## src/rtl/i2s_tx_master_if.sv

```systemverilog
// Sample-pair handshake between a PCM source and the I2S transmitter.
// The source drives a left/right pair with a valid flag. The transmitter
// answers with ready whenever its one-entry holding buffer is empty.
interface i2s_tx_master_if #(
  parameter int DATA_WIDTH = 16
);

  logic [DATA_WIDTH-1:0] i_left_data;
  logic [DATA_WIDTH-1:0] i_right_data;
  logic                  i_data_vld;
  logic                  o_data_rdy;

  modport master (
    output i_left_data,
    output i_right_data,
    output i_data_vld,
    input  o_data_rdy
  );

  modport slave (
    input  i_left_data,
    input  i_right_data,
    input  i_data_vld,
    output o_data_rdy
  );

endinterface

```

## src/rtl/i2s_tx_master.sv

```systemverilog
// I2S transmit master, Philips format.
// SCK is derived from the system clock by dividing it by 2*CLK_DIV.
// A single frame is the left word followed by the right word, sent MSB first.
// WS changes one SCK ahead of each slot's MSB.
// One pair of samples can wait in a holding buffer while the current frame
// shifts out. The buffer is moved into the shifter at the frame boundary.
// If the buffer is empty at the boundary, a zero frame is sent and
// o_underrun pulses.
module i2s_tx_master #(
  parameter int DATA_WIDTH = 16,
  parameter int CLK_DIV    = 4
) (
  input  logic                  i_sys_clk,
  input  logic                  i_sys_rst,
  input  logic                  i_en,
  i2s_tx_master_if.slave        bus,
  output logic                  o_sck,
  output logic                  o_ws,
  output logic                  o_sd,
  output logic                  o_frame_start,
  output logic                  o_underrun
);

  localparam int SHIFT_W = 2 * DATA_WIDTH;
  localparam int DIV_W   = (CLK_DIV > 2) ? $clog2(CLK_DIV) : 1;
  localparam int CNT_W   = $clog2(SHIFT_W);

  localparam logic [DIV_W-1:0] DIV_LAST = DIV_W'(CLK_DIV - 1);
  localparam logic [CNT_W-1:0] CNT_LAST = CNT_W'(SHIFT_W - 1);
  // WS is high from the slot before the right MSB up to the slot before the
  // next left MSB.
  localparam logic [CNT_W-1:0] WS_FIRST = CNT_W'(DATA_WIDTH - 1);
  localparam logic [CNT_W-1:0] WS_LAST  = CNT_W'(SHIFT_W - 2);

  typedef enum logic {
    IDLE,
    RUN
  } state_t;

  state_t                state_q, state_d;
  logic [DIV_W-1:0]      div_q, div_d;
  logic [CNT_W-1:0]      bit_cnt_q, bit_cnt_d;
  logic                  sck_q, sck_d;
  logic                  ws_q, ws_d;
  logic                  sd_q, sd_d;
  logic [SHIFT_W-1:0]    shift_q, shift_d;
  logic [DATA_WIDTH-1:0] buf_left_q, buf_left_d;
  logic [DATA_WIDTH-1:0] buf_right_q, buf_right_d;
  logic                  buf_full_q, buf_full_d;
  logic                  frame_start_q, frame_start_d;
  logic                  underrun_q, underrun_d;
  logic                  accept;

  // The buffer can take a new pair whenever it is empty, including in IDLE.
  assign bus.o_data_rdy = ~buf_full_q;

  assign o_sck         = sck_q;
  assign o_ws          = ws_q;
  assign o_sd          = sd_q;
  assign o_frame_start = frame_start_q;
  assign o_underrun    = underrun_q;

  // Next-state logic: holding buffer, divider, SCK phase, bit counter and shifter.
  always_comb begin
    state_d       = state_q;
    div_d         = div_q;
    bit_cnt_d     = bit_cnt_q;
    sck_d         = sck_q;
    ws_d          = ws_q;
    sd_d          = sd_q;
    shift_d       = shift_q;
    buf_left_d    = buf_left_q;
    buf_right_d   = buf_right_q;
    buf_full_d    = buf_full_q;
    frame_start_d = 1'b0;
    underrun_d    = 1'b0;
    accept        = bus.i_data_vld & ~buf_full_q;

    if (accept) begin
      buf_left_d  = bus.i_left_data;
      buf_right_d = bus.i_right_data;
      buf_full_d  = 1'b1;
    end

    unique case (state_q)
      IDLE: begin
        if (i_en) begin
          state_d = RUN;
        end
      end

      RUN: begin
        if (div_q != DIV_LAST) begin
          div_d = div_q + 1'b1;
        end else begin
          div_d = '0;
          if (sck_q) begin
            sck_d = 1'b0;
          end else if (bit_cnt_q == CNT_LAST) begin
            if (!i_en) begin
              state_d   = IDLE;
              bit_cnt_d = CNT_LAST;
              ws_d      = 1'b0;
              sd_d      = 1'b0;
            end else begin
              sck_d         = 1'b1;
              bit_cnt_d     = '0;
              frame_start_d = 1'b1;
              if (buf_full_q) begin
                shift_d    = {buf_left_q, buf_right_q};
                buf_full_d = 1'b0;
              end else begin
                shift_d    = '0;
                underrun_d = 1'b1;
              end
              sd_d = shift_d[SHIFT_W-1];
              ws_d = 1'b0;
            end
          end else begin
            sck_d     = 1'b1;
            bit_cnt_d = bit_cnt_q + 1'b1;
            shift_d   = {shift_q[SHIFT_W-2:0], 1'b0};
            sd_d      = shift_d[SHIFT_W-1];
            ws_d      = (bit_cnt_d >= WS_FIRST) && (bit_cnt_d <= WS_LAST);
          end
        end
      end

      default: begin
        state_d = IDLE;
      end
    endcase
  end

  // State register. Reset parks everything in IDLE and drops any buffered pair.
  always_ff @(posedge i_sys_clk) begin
    if (i_sys_rst) begin
      state_q       <= IDLE;
      div_q         <= '0;
      bit_cnt_q     <= CNT_LAST;
      sck_q         <= 1'b0;
      ws_q          <= 1'b0;
      sd_q          <= 1'b0;
      shift_q       <= '0;
      buf_left_q    <= '0;
      buf_right_q   <= '0;
      buf_full_q    <= 1'b0;
      frame_start_q <= 1'b0;
      underrun_q    <= 1'b0;
    end else begin
      state_q       <= state_d;
      div_q         <= div_d;
      bit_cnt_q     <= bit_cnt_d;
      sck_q         <= sck_d;
      ws_q          <= ws_d;
      sd_q          <= sd_d;
      shift_q       <= shift_d;
      buf_left_q    <= buf_left_d;
      buf_right_q   <= buf_right_d;
      buf_full_q    <= buf_full_d;
      frame_start_q <= frame_start_d;
      underrun_q    <= underrun_d;
    end
  end

endmodule

```

## src/flat_wrapper.sv

```systemverilog
// flat-port wrapper written by rule: the top's interface ports become plain ports
module i2s_tx_master_flat 
#(
  parameter int DATA_WIDTH = 16,
  parameter int CLK_DIV    = 4
)
  (i_sys_clk, i_sys_rst, i_en, o_sck, o_ws, o_sd, o_frame_start, o_underrun, bus_i_left_data, bus_i_right_data, bus_i_data_vld, bus_o_data_rdy);
  i2s_tx_master_if #(.DATA_WIDTH(DATA_WIDTH)) bus_i ();
  input  logic i_sys_clk;
  input  logic i_sys_rst;
  input  logic i_en;
  output logic o_sck;
  output logic o_ws;
  output logic o_sd;
  output logic o_frame_start;
  output logic o_underrun;
  input wire logic [$bits(bus_i.i_left_data)-1:0] bus_i_left_data;
  input wire logic [$bits(bus_i.i_right_data)-1:0] bus_i_right_data;
  input wire logic [$bits(bus_i.i_data_vld)-1:0] bus_i_data_vld;
  output wire logic [$bits(bus_i.o_data_rdy)-1:0] bus_o_data_rdy;
  assign bus_i.i_left_data = bus_i_left_data;
  assign bus_i.i_right_data = bus_i_right_data;
  assign bus_i.i_data_vld = bus_i_data_vld;
  assign bus_o_data_rdy = bus_i.o_data_rdy;
  i2s_tx_master #(.DATA_WIDTH(DATA_WIDTH), .CLK_DIV(CLK_DIV)) u_core (.i_sys_clk(i_sys_clk), .i_sys_rst(i_sys_rst), .i_en(i_en), .bus(bus_i), .o_sck(o_sck), .o_ws(o_ws), .o_sd(o_sd), .o_frame_start(o_frame_start), .o_underrun(o_underrun));
endmodule
```

## config.mk

```make
export PLATFORM = sky130hd
export DESIGN_NAME = i2s_tx_master_flat
export DESIGN_NICKNAME = d
export VERILOG_FILES = /design/src/rtl/i2s_tx_master_if.sv /design/src/rtl/i2s_tx_master.sv /design/src/flat_wrapper.sv
export SDC_FILE = /design/constraint.sdc
export NUM_CORES = 1
export LEC_CHECK = 0
export CAP_MARGIN = 20
export CORE_ASPECT_RATIO = 1.5
export CORE_MARGIN = 2
export CORE_UTILIZATION = 45
export DETAILED_ROUTE_END_ITERATION = 12
export DONT_BUFFER_PORTS = 1
export SETUP_SLACK_MARGIN = 0.4
export SYNTH_ARGS = -nofsm -noshare
export SYNTH_HDL_FRONTEND = slang
export SYNTH_SLANG_ARGS = --single-unit
```

## constraint.sdc

```tcl
create_clock -name i_sys_clk -period 3.5 [get_ports i_sys_clk]
set_input_delay 0.7 -clock i_sys_clk [delete_from_list [all_inputs] [get_ports i_sys_clk]]
set_output_delay 0.7 -clock i_sys_clk [all_outputs]
set_load 0.01 [all_outputs]
```

; ---- Yosys cells after proc, flatten, opt, wreduce, memory -nomap -nowiden
; Cells that the tools add are included.
[classes]
add_sub_neg = 2
magnitude_cmp = 2
n_eq_ne = 3
n_mux = 23
bitwise_logic = 7
n_reduce_logical = 6
[op_table]
columns = cell, count
row1 = 2-to-1 mux 31 bit, 2
row2 = 2-to-1 mux 32 bit, 1
row3 = 2-to-1 mux 1 bit, 16
row4 = 2-to-1 mux 5 bit, 2
row5 = NOT 1 bit, 6
row6 = OR reduction 6 bit, 1
row7 = "adder 5 x 1 -> 5 bit, second input constant", 1
row8 = "equality test 5 bit, second input constant", 1
row9 = ">= comparator 5 x 4 -> 1 bit, second input constant", 1
row10 = "<= comparator 5 bit, second input constant", 1
row11 = OR reduction 5 bit, 1
row12 = "!= test 2 bit, second input constant", 2
row13 = AND reduction 4 bit, 1
row14 = AND reduction 3 bit, 1
row15 = "adder 2 x 1 -> 2 bit, second input constant", 1
row16 = 2-to-1 mux 2 bit, 1
row17 = case mux 1 bit (2 select lines), 1
row18 = AND reduction 2 bit, 1
row19 = AND 1 bit, 1
row20 = logical AND 1 bit, 1
[word_totals]
register_bits = 77
input_bits = 36
out_inout_bits = 6
wordCells = 55

; ---- Longest topological paths before layout
[depth]
depth_word = 9
mapped_depth = 9
ltp_nobuf = 8

; ---- Worst setup path before layout
; Ideal clock, no wire load.
[synth_path]
kind = register -> register
startpoint = register u_core.bit_cnt_q[0]
endpoint = register u_core.shift_q[30]
setup_time_ns = 0.089
t_arrival_ns = 1.674
required_time_ns = 3.411
path_slack_ns = 1.737
stages_incl_launch_ff = 10
path_buffers = 1
period_less_slack_ns = 1.763
cell_sequence = dfxtp_1 -> ha_1 -> nand2_1 -> nor2_1 -> ha_1 -> and2b_1 -> nor2_8 -> buf_6 -> nor2_1 -> a311oi_2
[synth_between]
elab_chain_cells = 3
word_cells_on_any_way = 4
classes_between = eq/ne (2) / mux (1) / reduce/logical (1)
[synth_rtl]
columns = element, line_no
row1 = from (decl), i2s_tx_master.sv:42  ; logic [CNT_W-1:0] bit_cnt_q, bit_cnt_d;
row2 = from (signal assigned), i2s_tx_master.sv:153  ; bit_cnt_q <= bit_cnt_d;
row3 = equality test 5 bit (*), i2s_tx_master.sv:99  ; end else if (bit_cnt_q == CNT_LAST) begin
row4 = != test 2 bit (no line), n/a
row5 = AND reduction 4 bit (no line), n/a
row6 = to (signal assigned), i2s_tx_master.sv:157  ; shift_q <= shift_d;
row7 = to (decl), i2s_tx_master.sv:46  ; logic [SHIFT_W-1:0] shift_q, shift_d;
; Mark *: on every way between the ends. The rest lies on a longest branch, timed or not.
; A chain may end at the register's enable or synchronous reset.

; ---- Final worst setup path
[layout_path]
startpoint = register u_core.bit_cnt_q[0]
endpoint = register u_core.shift_q[20]
; Same word-level chain as after synthesis.

==> flow_summary.ini <==
[outcome]
status = completed

[global_routing]
grt_pass1_vias = 2574
grt_antenna_before_repair = 0
grt_pass1_wl_mm = 12.02
grt_usage = 0.1912
grt_max_degree = 75
grt_remaining_overflow = 0

[power_and_ir_drop]
p_per_area_mw_per_mm2 = 455.2
p_leak_nw = 1.189
total_power_mw = 1.615
peakVddDrop_mv = 0.2675

[final_layout]
diodes = 0
instances_no_fill = 488
postLayoutCellArea_mm2 = 0.003547
final_util = 0.4876
nets = 424
areaGrowthSynthToFinish_pct = 4.767
final_layout_size_suffix_gt1_frac = 0.1186

[synthesis]
syn_avg_cell_area_um2 = 8.443
yosys_warnings = 0
synth.most_common_cell = nand2_1
synthesis.area_mm2 = 0.003386
synth_top_flop_cell = dfxtp_1
synth_cells = 401
ys_ff_latch = 77
yosysUniqueCellTypes = 36
synth_nets = 442
netlist.top_cell.by_area = dfxtp_1
synth_common_cells = nand2_1 (105), dfxtp_1 (77), a21oi_1 (42)
ys_seq_area_frac = 0.4553
synthTopCellsByArea = dfxtp_1 (46%), a311oi_2 (12%), nand2_1 (12%)
ys_async_sr_fraction = 0
synth-edff-count = 0
yosysTopAreaCellShare = 0.4553

[critical_path]
critPathSlowestCell = nor2_8
required_ns = 3.76
crit_type = register to register
start_kind = register
crit_path_max_fanout = 63
path_delay_family = simple AND/OR/NAND/NOR gates
worstSetupEndpointType = register
max_stage_delay_ns = 0.73
path_buf_inv = 0
crit_chain = ha_1, nand2_1, nor2_1, ha_1, and2b_1, nor2_8, nor2_1, a311oi_1
critPathArrivalTime_ns = 2.93

[floorplanning]
fp.dieArea_mm2 = 0.008248
die_width_um = 74.83
io_pins = 42
core-area_mm2 = 0.007274
row_count = 38
initial_core_util = 0.4654
chipHeight_um = 110.2

[timing]
post-route-min-period_ns = 2.673
period_share = 0.7638
fin_hold_ws_ns = 0.4098
finalSetupTns_ns = 0
drv_slew = 0
setup_violations = 0
fin_worst_skew_ns = 0.005630
hold_violations = 0
final.setup.worst_slack_ns = 0.8267
fmax_mhz = 374.1
rsz0062_at_grt = false
worstMarginPinSlew_ns = 0.9592
slew_headroom = 0.3598

[place]
io_buffers = 0
place_area_mm2 = 0.003376
gp_congestion = 0.8299
dp_hpwl_mm = 4.360
place_worst_setup_slack_ns = 0.8253
placed_cells = 472

[cts]
insertion_delay_ns = 0.35
cts-root-buf = clkbuf_8
cts.sinks = 77
holdBufCountCts = 0
post_cts_buffers = 0
cts_resized = 0
cts_buffers = 9
cts_tree = yes
cts.reportedPaths.clkPinSlew_ns = 0.07
ctsLongestPathBuffers = 2
htree_num_levels = 3

[routing]
drt-pass1-iter-count = 4
drc = 0
drtIter0Drc = 111
routedWlPerCell_um = 14.20
vias = 2610
wirelength_mm = 6.928
ant_nets = 0
viasPerCell = 5.348

[min_path]
min_path_type = input port to register

[flow_run]
max_cap_violations = 0
report_power, final:
part           internal (mW)  switching [mW]
clock                  0.297           0.304
sequential             0.903          0.0175
combinational         0.0314          0.0618
total                   1.23           0.383
cell usage in the layout, fill, tap and decap left out, types with 3 or more instances in the layout:
cell,instances
a21oi_1,42
a311oi_1,3
a311oi_2,27
buf_4,4
clkbuf_1,4
clkbuf_8,11
dfxtp_1,77
ha_1,5
inv_1,8
nand2_1,105
nand3_1,31
nor2_1,38
o21ai_0,4
registers in the layout, summed over array words and instances, names as in the netlist:
register and count:
u_core.buf_left_q 16, u_core.state_q 1, u_core.buf_right_q 16, u_core.bit_cnt_q 5
u_core.o_underrun 1, u_core.o_sd 1, u_core.shift_q 31, u_core.o_sck 1
u_core.buf_full_q 1, u_core.o_ws 1, u_core.o_frame_start 1, u_core.div_q 2
final timing paths:
check             cells past startpoint                  start                     to  slack (ns)
setup / recovery                      8    u_core.bit_cnt_q[0]     u_core.shift_q[20]        0.83
hold / removal                        1              i_sys_rst  u_core.buf_right_q[0]        0.41
setup reg to reg                      8    u_core.bit_cnt_q[0]     u_core.shift_q[20]        0.83
hold reg to reg                       2  u_core.buf_left_q[12]  u_core.buf_left_q[12]        0.46
layout make-up:
| type | count | area, µm² |
|---|---|---|
| flip-flops and latches | 77 | 1541 |
| repair buffers | 4 | 30.03 |
| clock inverters | 1 | 5.005 |
| inverters | 8 | 30.03 |
| multi-input cells | 283 | 1649 |
| well taps | 100 | 125.1 |
| fillers | 704 | 3727 |
| clock buffers | 15 | 166.4 |
routing by layer:
metal / wire length (µm) / track usage
met1: 3164 / 0.2379
met2: 3353 / 0.3064
met3: 278 / 0.05909
met4: 130 / 0.07270
met5: 0 / 0
worst reg2reg max path, stage by stage (launching register included):
cell and delay (ns):
dfxtp_1 0.36, ha_1 0.26, nand2_1 0.10, nor2_1 0.05, ha_1 0.37, and2b_1 0.32, nor2_8 0.73, nor2_1 0.12
a311oi_1 0.29
logic make-up (layout without fill, tap and decap cells):
kind of cell | Yosys count | after routing | share of synthesized area
xor gates and xnor gates | 1 | 1 | 0.002587
and+or+nand+nor | 190 | 190 | 0.2435
buffers and inverters | 41 | 28 | 0.05839
AOI/OAI and AO/OA | 86 | 86 | 0.2188
muxes | 1 | 1 | 0.002957
DFF | 77 | 77 | 0.4553
adders and majority gates | 5 | 5 | 0.01848
Note: power is estimated with default switching activity, not from simulation.
